File: config.mk
export PLATFORM = sky130hd
export DESIGN_NAME = instruction_fetch_unit
export DESIGN_NICKNAME = d
export VERILOG_FILES = /design/src/rtl/instruction_fetch_unit.sv
export SDC_FILE = /design/constraint.sdc
export NUM_CORES = 1
export LEC_CHECK = 0
export BUFFER_PORTS_ARGS = -buffer_cell sky130_fd_sc_hd__buf_2
export CAP_MARGIN = 20
export CORE_MARGIN = 2
export CORE_UTILIZATION = 55
export DETAILED_ROUTE_END_ITERATION = 8
export HOLD_SLACK_MARGIN = 0.08
export MAX_ROUTING_LAYER = met4
export PLACE_DENSITY = 0.85
export SKIP_CTS_REPAIR_TIMING = 1
export SYNTH_ARGS = -nofsm -noshare
export SYNTH_HDL_FRONTEND = slang
export SYNTH_SLANG_ARGS = --single-unit
File: constraint.sdc
create_clock -name clk -period 12.55 [get_ports clk]
set_input_delay 2.51 -clock clk [delete_from_list [all_inputs] [get_ports clk]]
set_output_delay 2.51 -clock clk [all_outputs]
set_load 0.02 [all_outputs]
File: src/rtl/instruction_fetch_unit.sv
// Fetch-side initiator: owns the fetch PC, reads the combinational instruction memory and
// buffers {pc, instr} pairs in a small prefetch FIFO that feeds decode over valid/ready.
`timescale 1ns/1ps

module instruction_fetch_unit #(
    parameter logic [31:0] RESET_PC   = 32'h0000_0000,
    parameter int          FIFO_DEPTH = 2
) (
    input  logic                            clk,
    input  logic                            rst_n,
    output logic [31:0]                     imem_addr,
    input  logic [31:0]                     imem_rdata,
    input  logic                            redirect_valid,
    input  logic [31:0]                     redirect_pc,
    output logic                            out_valid,
    input  logic                            out_ready,
    output logic [31:0]                     out_instr,
    output logic [31:0]                     out_pc,
    output logic [31:0]                     out_pc_plus4,
    output logic [$clog2(FIFO_DEPTH):0]     fifo_count,
    output logic [31:0]                     fetch_count
);

    localparam int PW = $clog2(FIFO_DEPTH);
    localparam int CW = PW + 1;

    typedef struct packed {
        logic [31:0] pc;
        logic [31:0] instr;
    } entry_t;

    entry_t          fifo_q [FIFO_DEPTH];
    logic [PW-1:0]   head_q;
    logic [PW-1:0]   tail_q;
    logic [CW-1:0]   count_q;
    logic [31:0]     fetch_pc_q;
    logic [31:0]     fetch_count_q;
    entry_t          held_q;
    logic [31:0]     held_plus4_q;

    logic            pop;
    logic            push;
    logic            full;
    entry_t          head;
    logic            unused_redirect_bits;

    assign unused_redirect_bits = ^redirect_pc[1:0];

    assign full = (count_q == CW'(FIFO_DEPTH));
    assign pop  = out_valid & out_ready;
    // A pop frees the head slot in the same edge, so a full FIFO can still accept a push.
    assign push = !redirect_valid & (!full | pop);
    assign head = fifo_q[head_q];

    always_ff @(posedge clk or negedge rst_n) begin
        if (!rst_n) begin
            fetch_pc_q    <= RESET_PC;
            head_q        <= '0;
            tail_q        <= '0;
            count_q       <= '0;
            fetch_count_q <= '0;
            held_q        <= '0;
            held_plus4_q  <= '0;
        end else begin
            if (pop) begin
                fetch_count_q <= fetch_count_q + 32'd1;
                held_q        <= head;
                held_plus4_q  <= head.pc + 32'd4;
            end
            if (redirect_valid) begin
                fetch_pc_q <= {redirect_pc[31:2], 2'b00};
                head_q     <= '0;
                tail_q     <= '0;
                count_q    <= '0;
            end else begin
                if (push) begin
                    fetch_pc_q <= fetch_pc_q + 32'd4;
                    tail_q     <= tail_q + PW'(1);
                end
                if (pop) begin
                    head_q <= head_q + PW'(1);
                end
                case ({push, pop})
                    2'b10:   count_q <= count_q + CW'(1);
                    2'b01:   count_q <= count_q - CW'(1);
                    default: count_q <= count_q;
                endcase
            end
        end
    end

    // NOTE: the entry storage has no reset; an entry is only observed after it has been written.
    always_ff @(posedge clk) begin
        if (push) begin
            fifo_q[tail_q] <= '{pc: fetch_pc_q, instr: imem_rdata};
        end
    end

    assign imem_addr    = fetch_pc_q;
    assign out_valid    = (count_q != '0);
    assign out_pc       = out_valid ? head.pc         : held_q.pc;
    assign out_instr    = out_valid ? head.instr      : held_q.instr;
    assign out_pc_plus4 = out_valid ? head.pc + 32'd4 : held_plus4_q;
    assign fifo_count   = count_q;
    assign fetch_count  = fetch_count_q;

endmodule

==> flow_summary.yaml, run 1 <==
outcome:
  outcome: "complete, no violations"
critical_path:
  critPathCapture: "out_pc_plus4[28]"
  path_delay_family: "buffers and inverters"
  setup.reg_to_reg.worst_slack_ns: 8.18
  critPathArrivalTime_ns: 4.21
  worst-path-max-fanout: 73
  critical_path.reg2reg.endpoint: "held_plus4_q[26]$_DFFE_PN0P_"
  reg2reg_depth: 9
  classification_of_the_worst_setup_path: "flip-flop to output port"
  crit_path_start_kind: "flip-flop"
  critPathSlowestCell: "buf_4"
  critical_path.cell_chain: "buf_4, mux2i_1, nor4b_2, nand4_2, o31a_1, o31ai_1, buf_2"
  critPathMaxStageDelay_ns: 0.84
  critPathLaunch: "head_q$_DFFE_PN0P_"
  worst_setup_path_end_kind: "output port"
  cp_num_cells: 7
  worst-path-buf-inv: 2
  reg2reg_from: "fifo_count[0]$_DFFE_PN0P_"
  cp_data_required_time_ns: 10.04
route:
  dr_total_vias: 9420
  drt_pre_antenna_iters: 7
  avgRoutedWirePerCell_um: 17.4
  final_antenna_net_count: 0
  totalWireLength_um: 29000
  drt_iter0_markers: 759
  vias_cell: 5.66
  route.detailed.drc: 0
clocking:
  cts.sinks: 282
  ctsLongestPathBuffers: 3
  clk_pin_slew_ns: 0.06
  clockRootBuffer: "clkbuf_16"
  clock_tree_from_tritoncts: "yes"
  htreeDepth: 1
  clock_latency_ns: 0.54
  tritoncts.num_buffers: 29
timing:
  final_clock_skew_ns: 0.00751
  final.period_utilization_pct: 53.5
  totalNegativeSetupSlack_ns: 0
  worst_pin_slew_ns: 1.10
  rsz0062_at_grt: "false"
  maxSlewViolCount: 0
  fin_crit_ns: 6.72
  report.final.hold_viol_count: 0
  setup_viol_count_final: 0
  max-slew-margin-rel_pct: 26.5
  fmax_mhz: 149
floorplan:
  floorplan.die_area_um2: 24500
  core.rowCount: 55
  core_ar_um2: 22700
  floorplan.initialDensity_pct: 56.3
  floorplan.die.height_um: 156
  chipWidth_um: 156
  pin_count: 231
logic_synthesis:
  netlist.top_cell.by_area: "dfrtp_1"
  post_synthesis_share_of_cell_area_spent_on_and_or_nand_and_nor_gates_pct: 15.3
  yosys_warnings: 0
  yosysTopAreaCellShare_pct: 30.9
  synth.mux.area_fraction_pct: 5.56
  synth_top_family_by_area: "simple AND/OR/NAND/NOR gates"
  leading_post_synthesis_cells_by_instance_count: "nand2_1 (190), dfrtp_1 (158), edfxtp_1 (124), o21ai_0 (120), nor2_1 (79)"
  asyncSetResetFlopFracSynth_pct: 56.0
  synth_cells: 1156
  synth_xor_area_share_pct: 5.48
  dominantRegCellSynth: "dfrtp_1"
  post_synth_cell_types: 63
  yosys.cell_count.top_type: "nand2_1"
  synth_adder_area_share_pct: 0.293
  number_of_enable_flip_flop_cells_after_synthesis: 124
  yosys-top-cells-area: "dfrtp_1 (31%), edfxtp_1 (29%), nand2_1 (5.6%)"
  synth.avg_cell_area_um2: 11.1
  postSynthRegisterBits: 282
  seq_area_frac_synth_pct: 60.0
  synth_area_um2: 12800
  synth-compound-area-share_pct: 10.4
flow_run:
  timing.max_cap.violations: 0
grt:
  globalRouteTotalUtil_pct: 24.0
  antenna_found_initial: 0
  first_pass_grt_wire_length_um: 45200
  globalRouteOverflowTotal: 0
  grt_start_max_net_pins: 110
  via_count_of_the_first_global_routing_pass: 8887
pwr:
  p_per_area_nw_per_um2: 182
  leakagePower_nw: 6.33
  vdd_drop_max_mv: 0.0902
place:
  io_buffer_count: 222
  dp.final_hpwl_um: 19500
  globalplace.congestion: 0.859
hold_path:
  worst_min_delay_path_category: "flip-flop to flip-flop"
layout:
  area.growth.synth_to_final_pct: 16.7
  antenna-diode-count: 0
  final_net_count: 1426
  final_core_utilization_pct: 65.8
  ratio_of_cells_with_drive_above_1_in_the_final_layout_pct: 21.5
## area by class of cell
class,count,area [µm²]
Sequential cell,282,7680
Clock buffer,39,783
Clock inverter,15,130
Inverter,7,28.8
Multi-Input combinational cell,806,4780
Fill cell,1728,7780
Tap cell,285,357
Timing Repair Buffer,229,1170
## power by group
group	total (mW)	switching [mW]	internal [mW]	leakage [nW]
combinational	0.681	0.454	0.228	2.72
sequential	1.21	0.0978	1.12	3.16
clock	0.825	0.347	0.478	0.446
total	2.72	0.898	1.82	6.33
## worst min path at each step
stage                                            from                     endpoint  slack, ns  cells after the start
final                     fetch_count[31]$_DFFE_PN0P_  fetch_count[31]$_DFFE_PN0P_       0.47                      1
after floorplan           held_plus4_q[3]$_DFFE_PN0P_  held_plus4_q[3]$_DFFE_PN0P_       0.45                      2
after global routing      held_plus4_q[9]$_DFFE_PN0P_  held_plus4_q[9]$_DFFE_PN0P_       0.49                      2
after detailed placement  held_plus4_q[2]$_DFFE_PN0P_  held_plus4_q[2]$_DFFE_PN0P_       0.46                      2
after global placement    fetch_count[31]$_DFFE_PN0P_  fetch_count[31]$_DFFE_PN0P_       0.45                      1
after CTS                 fetch_count[31]$_DFFE_PN0P_  fetch_count[31]$_DFFE_PN0P_       0.47                      1
## logic make-up after synthesis
kind of cell / after synthesis
compound gates: 234
xor+xnor: 80
flops: 282
buf+inv: 73
other cells: 1
mux: 70
simple gates: 413
fa+ha+maj: 3
## worst register-to-register path: stages (launching register included)
cell	delay [ns]
dfrtp_1	0.47
nor2_4	0.13
buf_4	0.45
inv_4	0.26
buf_4	0.46
nand2_4	0.83
buf_4	0.86
nor2_1	0.22
a221o_1	0.34
a211o_1	0.23
## per-layer routing
metal	global-route usage [%]	wire (µm)	part of all wire (%)	vias up
met5	-	0	0	-
met4	6.77	596	2.1	0
met3	3.71	1900	6.6	52
met2	38.3	13900	48	348
met1	32.3	12700	44	4497
li1	-	-	-	4523
## through the flow
step,setup slack (ns),cell area [µm²],hold WS [ns],cells,total power [mW]
after floorplan,4.52,12800,0.446,1161,1.68
after global placement,6.41,14000,0.453,1609,1.88
after detailed placement,6.36,14000,0.464,1609,1.91
after CTS,5.77,14900,0.472,1663,2.74
after global routing,5.49,14900,0.494,1663,2.86
final,5.83,14900,0.472,1663,2.72
## cells in the final DEF (no fill, tap or decap), drive strengths merged, types with 10 or more instances in the layout
cell,Yosys,final
a21oi,61,61
and3,13,13
buf,19,229
clkbuf,47,39
clkinv,1,10
dfrtp,158,158
edfxtp,124,124
mux2i,65,65
nand2,190,190
nand3,33,33
nand4,26,26
nor2,79,79
nor3,17,17
nor4,11,11
o21a,11,11
o21ai,120,120
o31ai,19,19
xnor2,56,56
xor2,24,24
## sequential cells by signal, summed over array words and instances (netlist names)
register      count
fifo_q          124
held_q           62
fetch_count      32
held_plus4_q     30
imem_addr        30
fifo_count        2
head_q            1
tail_q            1
Power figures use the tool's default switching activity.
==> inputs of run 2 (changes only) <==
clock period = 6.8 ns   (was 12.55 ns; I/O delays follow)
==> flow_summary.yaml, run 2 (synthesis gave the netlist of run 1 again) <==
route:
  vias_cell: 5.72
  final_antenna_net_count: 0
  dr_total_vias: 9530
  avgRoutedWirePerCell_um: 17.9
  drt_pre_antenna_iters: 5
  route.detailed.drc: 0
  totalWireLength_um: 29800
  drt_iter0_markers: 847
clocking:
  ctsLongestPathBuffers: 3
  clock_tree_from_tritoncts: "yes"
  tritoncts.num_buffers: 29
  clock_latency_ns: 0.54
  cts.sinks: 282
  clockRootBuffer: "clkbuf_16"
  htreeDepth: 1
  clk_pin_slew_ns: 0.06
outcome:
  outcome: "complete, no violations"
floorplan:
  floorplan.die_area_um2: 24500
  pin_count: 231
  core.rowCount: 55
  chipWidth_um: 156
  floorplan.die.height_um: 156
  floorplan.initialDensity_pct: 56.3
  core_ar_um2: 22700
pwr:
  p_per_area_nw_per_um2: 336
  leakagePower_nw: 6.36
  vdd_drop_max_mv: 0.171
place:
  pre_cts_ws_ns: 2.06
  globalplace.congestion: 0.855
  io_buffer_count: 222
  dp.final_hpwl_um: 20200
layout:
  layout.cells.most_common: "buf_2"
  antenna-diode-count: 0
  multi_input_gate_area_in_the_final_layout_um2: 4790
  mostFrequentLayoutCells: "buf_2 (221), nand2_1 (189), dfrtp_1 (157)"
  area.growth.synth_to_final_pct: 17.1
  final_net_count: 1429
  number_of_flip_flops_under_the_largest_register_name: 124
  sequential_cell_area_um2: 7680
  largest-register: "fifo_q"
  ratio_of_cells_with_drive_above_1_in_the_final_layout_pct: 21.7
  fill_cells: 1693
critical_path:
  reg2reg_from: "head_q$_DFFE_PN0P_"
  critPathArrivalTime_ns: 4.00
  path_delay_family: "flip-flops"
  worst-path-max-fanout: 57
  worst_setup_path_end_kind: "output port"
  critPathLaunch: "head_q$_DFFE_PN0P_"
  cp_data_required_time_ns: 5.44
  worst-path-buf-inv: 2
  classification_of_the_worst_setup_path: "flip-flop to output port"
  critPathMaxStageDelay_ns: 0.96
  critical_path.cell_chain: "mux2i_1, inv_1, ha_1, nor4b_2, nand4_2, o31a_1, o31ai_1, buf_2"
  crit_path_start_kind: "flip-flop"
  critPathSlowestCell: "dfrtp_4"
timing:
  report.final.hold_viol_count: 0
  worst_pin_slew_ns: 0.955
  fmax_mhz: 187
  totalNegativeSetupSlack_ns: 0
  maxSlewViolCount: 0
  rsz0062_at_grt: "false"
  fin_crit_ns: 5.36
  max-slew-margin-rel_pct: 36.3
  setup_viol_count_final: 0
  layout_setup_ws_ns: 1.44
  final.period_utilization_pct: 78.8
  final_clock_skew_ns: 0.0153
grt:
  first_pass_grt_wire_length_um: 46000
  globalRouteTotalUtil_pct: 24.3
  antenna_found_initial: 0
  globalRouteOverflowTotal: 0
  grt_start_max_net_pins: 125
  via_count_of_the_first_global_routing_pass: 9043
hold_path:
  worst_min_delay_path_category: "flip-flop to flip-flop"
  hold_path_startpoint: "held_plus4_q[23]$_DFFE_PN0P_"
flow_run:
  timing.max_cap.violations: 0
[run 2: worst paths after layout]
| check | to | depth (start not counted) | slack (ns) |
|---|---|---|---|
| worst min register to register | held_plus4_q[23]$_DFFE_PN0P_ | 2 | 0.48 |
| worst max-delay path | out_pc_plus4[28] | 8 | 1.44 |
| max in group asynchronous | head_q$_DFFE_PN0P_ | 2 | 4.72 |
| worst min-delay path | held_plus4_q[23]$_DFFE_PN0P_ | 2 | 0.48 |
| min in group asynchronous | held_q[0]$_DFFE_PN0P_ | 1 | 0.71 |
| worst max register to register | held_plus4_q[28]$_DFFE_PN0P_ | 7 | 3.46 |
[run 2: worst reg2reg max path, stage by stage (launching register included)]
cell and delay (ns):
dfrtp_4 0.96, mux2i_1 0.35, inv_1 0.12, ha_1 0.27
nor4b_2 0.51, nand4_2 0.40, o31a_1 0.42, o31ai_1 0.23
[run 2: final cells by class]
class,count,area share [%]
clock buffers,40,5.32
clock inverters,13,0.793
inverters,7,0.192
multi-input cells,806,32.0
flip-flops and latches,282,51.3
well taps,285,2.38
repair buffers,232,8.09
[run 2: where the power goes]
part	switching (mW)	internal, mW
clock network	0.635	0.892
logic	0.830	0.423
registers	0.196	2.06
total	1.66	3.38
[run 2: layer usage]
metal / wire (µm) / global-route usage, % / vias to the layer above
met5: 0 / - / -
li1: - / - / 4520
met3: 2070 / 3.77 / 58
met2: 14400 / 39.2 / 367
met4: 680 / 6.64 / 0
met1: 12700 / 32.5 / 4585
[run 2: stage by stage]
stage               instance area, µm²  utilization [%]  hold WS [ns]  power, mW  std cells
floorplan                        12800                -         0.446       3.09       1161
global placement                 14000             61.8         0.453       3.48       1611
detailed placement               14000             61.8         0.464       3.53       1611
CTS                              15000             65.9         0.478       5.06       1664
global route                     15000             66.0         0.484       5.28       1665
finish                           15000             66.0         0.480       5.04       1665
